==> src/rtl/digit_serial_adder.sv <==
// Digit-serial adder/subtractor: one DIGIT-bit slice per clock, LSD first,
// through a registered carry. start/busy/done handshake, signed overflow flag.
module digit_serial_adder #(
    parameter int WIDTH = 16,
    parameter int DIGIT = 4    // must divide WIDTH
) (
    input  logic             clk,
    input  logic             rst,
    input  logic             start,
    input  logic [WIDTH-1:0] a,
    input  logic [WIDTH-1:0] b,
    input  logic             cin,
    input  logic             sub,
    output logic             busy,
    output logic             done,
    output logic [WIDTH-1:0] sum,
    output logic             co,
    output logic             ovf
);
    localparam int NDIG = WIDTH / DIGIT;
    localparam int CW   = (NDIG > 1) ? $clog2(NDIG) : 1;

    typedef enum logic {IDLE, RUN} state_t;
    state_t state, state_nxt;

    logic [CW-1:0]    cnt;
    logic [WIDTH-1:0] a_q, b_q, shadow, shadow_nxt;
    logic             carry, last, c_msb;
    logic [DIGIT:0]   slice;

    assign last  = (cnt == CW'(NDIG - 1));
    assign slice = {1'b0, a_q[DIGIT-1:0]} + {1'b0, b_q[DIGIT-1:0]} + (DIGIT+1)'(carry);
    // Result digits enter at the top so the shadow is aligned after the last slice.
    assign shadow_nxt = (shadow >> DIGIT) | (WIDTH'(slice[DIGIT-1:0]) << (WIDTH - DIGIT));
    // Carry into the MSB recovered from the MSB sum bit and its two addend bits.
    assign c_msb = a_q[DIGIT-1] ^ b_q[DIGIT-1] ^ slice[DIGIT-1];

    always_ff @(posedge clk) begin
        if (rst) state <= IDLE;
        else     state <= state_nxt;
    end

    always_comb begin
        state_nxt = state;
        case (state)
            IDLE:    if (start) state_nxt = RUN;
            RUN:     if (last)  state_nxt = IDLE;
            default: state_nxt = IDLE;
        endcase
    end

    always_comb begin
        busy = (state == RUN);
    end

    always_ff @(posedge clk) begin
        if (rst) begin
            cnt    <= '0;
            a_q    <= '0;
            b_q    <= '0;
            shadow <= '0;
            carry  <= 1'b0;
            done   <= 1'b0;
            sum    <= '0;
            co     <= 1'b0;
            ovf    <= 1'b0;
        end else begin
            done <= 1'b0;
            case (state)
                IDLE: if (start) begin
                    // Subtract as a + ~b + ~cin so one adder serves both modes.
                    a_q   <= a;
                    b_q   <= sub ? ~b : b;
                    carry <= sub ? ~cin : cin;
                    cnt   <= '0;
                end
                RUN: begin
                    a_q    <= a_q >> DIGIT;
                    b_q    <= b_q >> DIGIT;
                    carry  <= slice[DIGIT];
                    shadow <= shadow_nxt;
                    if (last) begin
                        cnt  <= '0;
                        done <= 1'b1;
                        sum  <= shadow_nxt;
                        co   <= slice[DIGIT];
                        ovf  <= c_msb ^ slice[DIGIT];
                    end else begin
                        cnt <= cnt + CW'(1);
                    end
                end
                default: ;
            endcase
        end
    end
endmodule

==> config.mk <==
export PLATFORM = sky130hd
export DESIGN_NAME = digit_serial_adder
export DESIGN_NICKNAME = d
export VERILOG_FILES = /design/src/rtl/digit_serial_adder.sv
export SDC_FILE = /design/constraint.sdc
export NUM_CORES = 1
export LEC_CHECK = 0
export ABC_AREA = 0
export BUFFER_PORTS_ARGS = -buffer_cell sky130_fd_sc_hd__buf_2
export CORE_MARGIN = 3
export CORE_UTILIZATION = 40
export DETAILED_ROUTE_END_ITERATION = 12
export SETUP_SLACK_MARGIN = 0.02
export SLEW_MARGIN = 20
export SYNTH_ARGS = -nofsm -noshare
export SYNTH_HDL_FRONTEND = slang
export SYNTH_SLANG_ARGS = --single-unit
==> constraint.sdc <==
create_clock -name clk -period 1.7 [get_ports clk]
set_clock_uncertainty 0.1 [all_clocks]
set_input_delay 0.17 -clock clk [delete_from_list [all_inputs] [get_ports clk]]
set_output_delay 0.17 -clock clk [all_outputs]
set_load 0.02 [all_outputs]
==> results.json <==
{
  "start_util_pct": 41.5,
  "nNetsFinal": 398,
  "area_growth_pct": 23.1,
  "routabilityCongestion": 0.720,
  "synth_nets": 341,
  "use_met1_pct": 19.9,
  "n_antenna_cell": 0,
  "vdd_drop_max_v": 0.000390,
  "final_max_slew_viol_count": 0,
  "cp.required_ns": 1.82,
  "setup_viol": 1,
  "cap_viol_max_count": 0,
  "whs_ns": 0.0288,
  "via_per_inst": 4.83,
  "fmax_ghz": 0.581,
  "period_share_pct": 101,
  "finalCriticalPeriod_ns": 1.72,
  "die-area_sq_um": 8130,
  "post-route-util_pct": 51.1,
  "maxSlewHeadroom_pct": 68.7,
  "path_clk_slew_ns": 0.07,
  "start_kind": "flop",
  "routed-via-count": 2202,
  "cts_inserted_buffers": 9,
  "ios": 57,
  "postRouteAntennaNets": 0,
  "n_fill_cell": 666,
  "dp_hpwl_mm": 4.03,
  "status": "complete, but fails checks",
  "fp-row-count": 30,
  "h-tree-depth": 3,
  "critPathKind": "flop to flop",
  "antenna_found_initial": 0,
  "first_iter_violations": 57,
  "syn_inst": 298,
  "io_buffers": 56,
  "grt_usage_pct": 14.8,
  "ys_types": 26,
  "final.setup.worst_slack_ns": -0.0216,
  "routed_wl_mm": 5.63,
  "grt_pass1_wl_mm": 9.65,
  "cts_sinks": 67,
  "yosys_warnings": 0,
  "die_h_microns": 90.2,
  "synth-seq-cells": 67,
  "die_x_microns": 90.2,
  "p_per_area_nw_per_um2": 983,
  "async_flop_share_pct": 0,
  "synth_area_sq_um": 2840,
  "syn_avg_cell_area_sq_um": 9.51,
  "core_area_sq_um": 6830,
  "clockBufferDepth": 2,
  "power_uw": 3430,
  "yosysSeqAreaShare_pct": 47.3,
  "cts_root_buf": "clkbuf_8",
  "gr-usage-met3_pct": 3.60,
  "arrival_ns": 1.85,
  "rsz0062_at_grt": "yes",
  "p_leak_uw": 0.00152,
  "cts_tree": "done",
  "hp-class": "input pin to flop",
  "worstSetupEndpointType": "flop",
  "overflow": 0,
  "synth_top_cell_area_share_pct": 47.3,
  "avgRoutedWirePerCell_microns": 12.4,
  "synth_edf_count": 0,
  "drc": 0,
  "synth_flop_cell": "dfxtp_1",
  "path_max_fanout": 3,
  "drive_above_1_share_pct": 27.2,
  "busiest_layer": "met2",
  "violations": "negative setup slack",
  "insertion_delay_ns": 0.33,
  "yosysTopAreaCell": "dfxtp_1",
  "grt_pass1_vias": 1999,
  "layout_common_cells": "73 x nor2_1, 63 x dfxtp_1, 56 x buf_2",
  "firstDrtPassIters": 4,
  "tightest_slew_ns": 0.470,
  "final_hold_viol_count": 0,
  "final_common_cell": "nor2_1",
  "synth_area_leaders": "dfxtp_1 47%, nor2_1 9.7%, mux2i_1 9.2%",
  "use_met2_pct": 22.0,
  "grt_max_degree": 43
}
[cell usage after synthesis (3+ instances only)]
library cell  instances
ha_1                  4
a21oi_2               3
mux2i_1              26
buf_2                12
a21oi_1              27
a211oi_1             18
inv_1                 5
clkbuf_1              6
nor2_1               73
a22o_1               17
dfxtp_1              67
buf_4                 3
xnor2_1              20
[state kept, by name, indices dropped and copies added, names as in the netlist]
register / cells
busy: 1
cnt: 2
a_q: 16
shadow: 12
ovf: 1
done: 1
carry: 1
b_q: 16
co: 1
sum: 16
[critical path, stage by stage (launching register included)]
cell,delay (ns)
dfxtp_2,0.35
fa_2,0.21
inv_2,0.04
fa_2,0.34
nand2b_4,0.16
a21oi_4,0.15
xnor2_1,0.08
a22o_1,0.19
[cells by family after synthesis]
group / synth area share, %
and+or+nand+nor: 11.5
AOI/OAI and AO/OA: 16.8
DFF: 47.3
buffers and inverters: 5.87
muxes: 9.18
xor gates and xnor gates: 6.18
adders and majority gates: 3.18
[path summary, 6_finish.rpt]
path / slack (ns) / from / depth (start not counted) / to
worst max-delay path: -0.02 / a_q[0] / 7 / ovf
worst max register to register: -0.02 / a_q[0] / 7 / ovf
worst min-delay path: 0.03 / b[14] / 3 / b_q[14]
worst min register to register: 0.37 / shadow[7] / 1 / sum[3]
[metrics by stage]
step | std cells | setup WS, ns | setup TNS, ns | instance area (sq um)
after detailed placement | 436 | -0.0554 | -0.0636 | 3240
final | 456 | -0.0216 | -0.0216 | 3490
after global routing | 456 | -0.0913 | -0.194 | 3490
after floorplan | 298 | 0.0199 | 0 | 2860
after global placement | 436 | -0.0140 | -0.0140 | 3240
after CTS | 456 | -0.0293 | -0.0293 | 3480
[report_power, final]
group,leakage (uW),internal [uW],switching [uW]
combinational,0.000873,206,219
clock,0.000102,717,600
sequential,0.000548,1640,50.7
total,0.00152,2560,869
[final cells by class]
| type | count | area [sq um] | share of cell area, % |
|---|---|---|---|
| multi-input cells | 202 | 1360 | 38.9 |
| repair buffers | 70 | 445 | 12.8 |
| well taps | 96 | 120 | 3.44 |
| inverters | 5 | 18.8 | 0.538 |
| clock inverters | 6 | 65.1 | 1.86 |
| flip-flops and latches | 67 | 1350 | 38.6 |
| clock buffers | 10 | 138 | 3.94 |
[per-layer routing]
layer / wire length (microns) / vias up
met3: 278 / 6
met2: 2600 / 56
met5: 0 / -
met1: 2690 / 1001
li1: - / 1139
met4: 65 / 0
[what timing repair did]
item	CTS	global route
buffers inserted	0	0
hold endpoints to repair	4	0
pin swaps	1	2
gates resized for setup	2	2
hold buffers	4	0
setup endpoints to repair	2	7
No activity file was read; power rests on OpenSTA's default activity.
